File: src/rtl/sar_seq_ctrl.sv
// -----------------------------------------------------------------------------
// sar_seq_ctrl : synchronous SAR conversion sequencer.
//
// Drives the sample strobe (CKSB), the one-hot bit-finish strobes (CF, MSB
// first) and the dynamic comparator clock (CMP_CLK). It reads the comparator
// decision from CMP_P/CMP_N and builds the result word in DOUT. The result is
// offered to the back end on a DVALID/DREADY handshake.
//
// Ports
//   CLK      in   system clock
//   RST      in   asynchronous active-high reset
//   START    in   conversion request, sampled only in IDLE
//   CMP_P    in   comparator positive decision
//   CMP_N    in   comparator negative decision (resolved when != CMP_P)
//   CONT     in   (SAR_CONT_EN only) on handshake, restart sampling directly
//   CKSB     out  0 = sample/reset CDAC switches, 1 = convert
//   CF       out  [NBIT] one-hot bit-finish strobes, high only in LATCH
//   CMP_CLK  out  comparator clock, high only in CMP
//   DOUT     out  [NBIT] conversion result, MSB = bit NBIT-1
//   DVALID   out  result valid
//   DREADY   in   result accepted when DVALID && DREADY
//   TOERR    out  sticky: at least one bit timed out in this result
//   BUSY     out  high in SAMPLE, CMP, LATCH
//
// Optional feature macro: SAR_CONT_EN (adds CONT, continuous conversion).
//
// Every output is a flop. Its next value is decoded from the next state, so the
// outputs track the state register without a combinational path from inputs.
// -----------------------------------------------------------------------------
module sar_seq_ctrl #(
  parameter int NBIT        = 8,
  parameter int SAMPLE_CYC  = 2,
  parameter int CMP_TIMEOUT = 4
) (
  input  logic            CLK,
  input  logic            RST,
  input  logic            START,
  input  logic            CMP_P,
  input  logic            CMP_N,
`ifdef SAR_CONT_EN
  input  logic            CONT,
`endif
  output logic            CKSB,
  output logic [NBIT-1:0] CF,
  output logic            CMP_CLK,
  output logic [NBIT-1:0] DOUT,
  output logic            DVALID,
  input  logic            DREADY,
  output logic            TOERR,
  output logic            BUSY
);

  localparam int IW   = (NBIT > 1) ? $clog2(NBIT) : 1;
  localparam int CMAX = (SAMPLE_CYC > CMP_TIMEOUT) ? SAMPLE_CYC : CMP_TIMEOUT;
  localparam int CW   = $clog2(CMAX + 1);

  localparam logic [IW-1:0] IDX_MSB = IW'(NBIT - 1);
  localparam logic [CW-1:0] SMP_END = CW'(SAMPLE_CYC - 1);
  localparam logic [CW-1:0] TO_END  = CW'(CMP_TIMEOUT - 1);

  localparam logic [2:0] S_IDLE   = 3'd0;
  localparam logic [2:0] S_SAMPLE = 3'd1;
  localparam logic [2:0] S_CMP    = 3'd2;
  localparam logic [2:0] S_LATCH  = 3'd3;
  localparam logic [2:0] S_DONE   = 3'd4;

  logic [2:0]      r_state, w_nstate;
  logic [CW-1:0]   r_cnt, w_cnt_nxt;     // sample counter / per-bit wait counter
  logic [IW-1:0]   r_idx, w_idx_nxt;
  logic            w_resolved;
  logic            w_timeout;
  logic            w_restart;            // DONE handshake goes straight to SAMPLE

  logic            r_cksb, r_cmp_clk, r_dvalid, r_toerr, r_busy;
  logic [NBIT-1:0] r_cf, r_dout;

  assign w_resolved = CMP_P ^ CMP_N;

`ifdef SAR_CONT_EN
  assign w_restart = CONT;
`else
  assign w_restart = 1'b0;
`endif

  always_comb begin
    w_nstate  = r_state;
    w_cnt_nxt = r_cnt;
    w_idx_nxt = r_idx;
    w_timeout = 1'b0;
    case (r_state)
      S_IDLE: begin
        if (START) begin
          w_nstate  = S_SAMPLE;
          w_cnt_nxt = '0;
        end
      end
      S_SAMPLE: begin
        if (r_cnt == SMP_END) begin
          w_nstate  = S_CMP;
          w_cnt_nxt = '0;
          w_idx_nxt = IDX_MSB;
        end else begin
          w_cnt_nxt = r_cnt + CW'(1);
        end
      end
      S_CMP: begin
        // A decision arriving on the last allowed cycle still wins over timeout.
        if (w_resolved) begin
          w_nstate  = S_LATCH;
          w_cnt_nxt = '0;
        end else if (r_cnt == TO_END) begin
          w_nstate  = S_LATCH;
          w_cnt_nxt = '0;
          w_timeout = 1'b1;
        end else begin
          w_cnt_nxt = r_cnt + CW'(1);
        end
      end
      S_LATCH: begin
        if (r_idx == '0) begin
          w_nstate = S_DONE;
        end else begin
          w_nstate  = S_CMP;
          w_idx_nxt = r_idx - IW'(1);
        end
      end
      S_DONE: begin
        if (r_dvalid && DREADY) begin
          w_idx_nxt = IDX_MSB;
          w_cnt_nxt = '0;
          w_nstate  = w_restart ? S_SAMPLE : S_IDLE;
        end
      end
      default: begin
        w_nstate  = S_IDLE;
        w_cnt_nxt = '0;
        w_idx_nxt = IDX_MSB;
      end
    endcase
  end

  always_ff @(posedge CLK or posedge RST) begin
    if (RST) begin
      r_state   <= S_IDLE;
      r_cnt     <= '0;
      r_idx     <= IDX_MSB;
      r_cksb    <= 1'b0;
      r_cf      <= '0;
      r_cmp_clk <= 1'b0;
      r_dout    <= '0;
      r_dvalid  <= 1'b0;
      r_toerr   <= 1'b0;
      r_busy    <= 1'b0;
    end else begin
      r_state   <= w_nstate;
      r_cnt     <= w_cnt_nxt;
      r_idx     <= w_idx_nxt;
      r_cksb    <= (w_nstate == S_CMP) || (w_nstate == S_LATCH);
      r_cmp_clk <= (w_nstate == S_CMP);
      r_dvalid  <= (w_nstate == S_DONE);
      r_busy    <= (w_nstate == S_SAMPLE) || (w_nstate == S_CMP) ||
                   (w_nstate == S_LATCH);

      // The CF strobe for the current bit rises on the same edge that captures
      // the comparator into DOUT, so the switch and the result word agree.
      r_cf <= '0;
      if (w_nstate == S_LATCH) r_cf[r_idx] <= 1'b1;

      if ((w_nstate == S_SAMPLE) && (r_state != S_SAMPLE)) begin
        r_dout  <= '0;
        r_toerr <= 1'b0;
      end else if ((r_state == S_CMP) && (w_nstate == S_LATCH)) begin
        r_dout[r_idx] <= CMP_P;
        if (w_timeout) r_toerr <= 1'b1;
      end
    end
  end

  assign CKSB    = r_cksb;
  assign CF      = r_cf;
  assign CMP_CLK = r_cmp_clk;
  assign DOUT    = r_dout;
  assign DVALID  = r_dvalid;
  assign TOERR   = r_toerr;
  assign BUSY    = r_busy;

endmodule

File: config.mk
export PLATFORM = sky130hd
export DESIGN_NAME = sar_seq_ctrl
export DESIGN_NICKNAME = d
export VERILOG_FILES = /design/src/rtl/sar_seq_ctrl.sv
export SDC_FILE = /design/constraint.sdc
export NUM_CORES = 1
export LEC_CHECK = 0
export BUFFER_PORTS_ARGS = -buffer_cell sky130_fd_sc_hd__buf_4
export CAP_MARGIN = 20
export CORE_AREA = 2 2 42 82
export DETAILED_ROUTE_END_ITERATION = 8
export DIE_AREA = 0 0 44 84
export PLACE_DENSITY = 0.71
export SLEW_MARGIN = 20
export SYNTH_ARGS = -nofsm -noshare
export SYNTH_HDL_FRONTEND = slang
export SYNTH_SLANG_ARGS = --single-unit
File: constraint.sdc
create_clock -name CLK -period 1.85 [get_ports CLK]
set_clock_uncertainty 0.2 [all_clocks]
set_input_delay 0.0925 -clock CLK [delete_from_list [all_inputs] [get_ports CLK]]
set_output_delay 0.0925 -clock CLK [all_outputs]
set_load 0.03 [all_outputs]
==> results.md <==
- Leakage power: 0.861 nW
- Syn Nets: 134
- Final GP Congestion: 0.763
- Top FF cell, synth: dfrtp_1
- Largest net degree at the start of global routing: 31
- Cell row count: 29
- Final period utilization: 0.973
- Distinct cells, synth: 38
- Crit-path slowest cell: dfrtp_1
- N_diodes: 0
- Worst path required time: 1.85 ns
- Clock sinks: 30
- Mapped Cells: 122
- Relative slew slack: 0.728
- First-pass GRT wire length: 5290 µm
- CP arrival: 1.80 ns
- Status: finished, final reports clean
- Synth Area per Inst: 11.6 µm²
- Clock root buffer master: clkbuf_8
- Final-stage net count: 176
- Cell area after synthesis: 1420 µm²
- EDFF count, synth: 0
- Worst path top cell family by delay: adder cells
- Finished Core Util: 0.585
- Critical path endpoint category: flip-flop
- RSZ-0062 raised after global routing: yes
- Routed Antenna Nets: 0
- Hold Fails Final Rpt: 0
- Buf+Inv Stages, Crit Path: 1
- Met1 Use GR: 0.200
- DIE HEIGHT: 84 µm
- M2 GR Usage: 0.346
- Hpwl dp: 2340 µm
- Layout cells sized above 1: 0.402
- # IOs: 27
- Initial antenna violation count: 0
- Worst hold path type: input pin to flip-flop
- Period minus WS final: 1.80 ns
- Gr ovfl total: 0
- Starting Density: 0.455
- Clk_lat worst skew: 0.28 ns
- Slew Viols, Final: 0
- Hold Slack: 0.0929 ns
- Vias per cell: 5.45
- CTS Buffer Depth: 2
- DR iter-0 viols: 13
- Achievable frequency: 0.556 GHz
- Gr busiest metal: met2
- Asr flop ratio synth: 1.00
- Met3 GRT Util: 0.0584
- Max capacitance violation total: 0
- Drt drc: 0
- Worst-Margin Slew: 0.405 ns
- Pwr Density: 1590 nW/µm²
- Die X: 44 µm
- Critical path type: flip-flop to flip-flop
- CTS tree: yes
- IO Port Bufs: 26
- Peak supply drop: 0.736 mV
- Part of the Yosys area used for sequential elements: 0.532
- Startpoint types: flip-flop
- Post-Route WL: 3130 µm
- Area Overhead vs Synth: 28.6%
- Die ar.: 3700 µm²
- WL per Instance: 16.0 µm
- Core footprint: 3120 µm²
- Cells along the critical path: ha_1, ha_2, o21ai_2, buf_4, nor3_2, mux2i_1
- Total track usage: 0.198
- H-tree Lvls: 2
- #FFs+latches synth: 30
- Setup-failing EPs final: 0
- CP Max Fanout: 4
- Num CTS Buffers: 5
- Total number of vias: 1063
- CP max stage delay: 0.39 ns
- Worst-path clk slew: 0.06 ns
- Drt pass-1 iters: 4
- Vias in the first global route: 1126
- Yosys warning count: 0
## cells in the mapped netlist, types with 4 or more instances
master,number,area (µm²)
inv_1,9,33.8
mux2i_1,8,80.1
dfrtp_1,27,676
a21oi_1,4,20.0
nor3_2,4,40.0
ha_1,6,75.1
nand2_1,14,52.6
nor2_1,6,22.5
## path summary, 6_finish.rpt
| kind | startpoint | endpoint | slack, ns | depth (start not counted) |
|---|---|---|---|---|
| worst max register to register | r_cnt[1] | DOUT[2] | 0.05 | 6 |
| min in group asynchronous | RST | BUSY | 0.25 | 4 |
| worst min register to register | DOUT[6] | DOUT[6] | 0.33 | 2 |
| max in group asynchronous | RST | r_idx[0] | 0.88 | 4 |
| worst min-delay path | CMP_P | DOUT[1] | 0.09 | 3 |
| worst max-delay path | r_cnt[1] | DOUT[2] | 0.05 | 6 |
## registers in the layout, summed over array words and instances, names as in the netlist
name and flops:
r_idx 3, BUSY 1, TOERR 1, DOUT 8
r_state 3, CMP_CLK 1, DVALID 1, CKSB 1
r_cnt 3, CF 8
## metrics by stage
step                      area (µm²)  cells  setup slack (ns)  TNS [ns]  total power [mW]
after detailed placement        1690    184           -0.0976    -0.148              2.38
after floorplan                 1420    122            0.0304         0              1.89
after CTS                       1810    194           0.00921         0              2.89
after global routing            1820    195           -0.0355   -0.0692              3.08
after global placement          1690    184           -0.0334   -0.0359              2.32
final                           1820    195            0.0508         0              2.90
## routing by layer
metal | wire [µm] | vias to the layer above
met4 | 100 | 0
met1 | 1130 | 534
met3 | 122 | 8
met5 | 0 | -
met2 | 1780 | 24
li1 | - | 497
## worst register-to-register path: stages (launching register included)
cell     delay, ns
dfrtp_1       0.39
ha_1          0.19
ha_2          0.23
o21ai_2       0.09
buf_4         0.16
nor3_2        0.24
mux2i_1       0.23
## power breakdown
group	switching (mW)	internal [mW]	leakage, nW
clock network	0.246	0.252	0.0438
registers	0.163	0.878	0.380
logic	0.823	0.541	0.437
total	1.23	1.67	0.861
## cell type report
type                            instances  area, µm²
Sequential cell                        30        757
Fill cell                             265       1300
Clock buffer                            5       68.8
Inverter                                9       33.8
Multi-Input combinational cell         79        616
Clock inverter                          2       10.0
Timing Repair Buffer                   39        300
Tap cell                               31       38.8
## cell usage in the layout (no fill, tap or decap), drive strengths merged, types with 4 or more instances in the layout
cell and instances:
nor2 9, ha 6, buf 36, mux2i 8, clkbuf 5, nor3 4
nand2 14, a21oi 4, inv 9, o21ai 5, dfrtp 27
## what timing repair did
action	in CTS	in global routing
gates cloned	0	0
buffers inserted	0	1
endpoints found under the hold margin	32	0
gates resized for setup	3	3
setup endpoints to repair	3	4
pin swaps	0	1
hold buffers	3	0
## logic make-up (layout without fill, tap and decap cells)
| logic type | after synthesis | count (layout) | share of synthesized area |
|---|---|---|---|
| xor gates and xnor gates | 1 | 1 | 0.0115 |
| buffers and inverters | 13 | 55 | 0.0441 |
| AOI/OAI and AO/OA | 20 | 20 | 0.101 |
| muxes | 9 | 9 | 0.0644 |
| adders and majority gates | 6 | 6 | 0.0529 |
| DFF | 30 | 30 | 0.532 |
| and+or+nand+nor | 43 | 43 | 0.194 |
No activity file was read; power rests on OpenSTA's default activity.
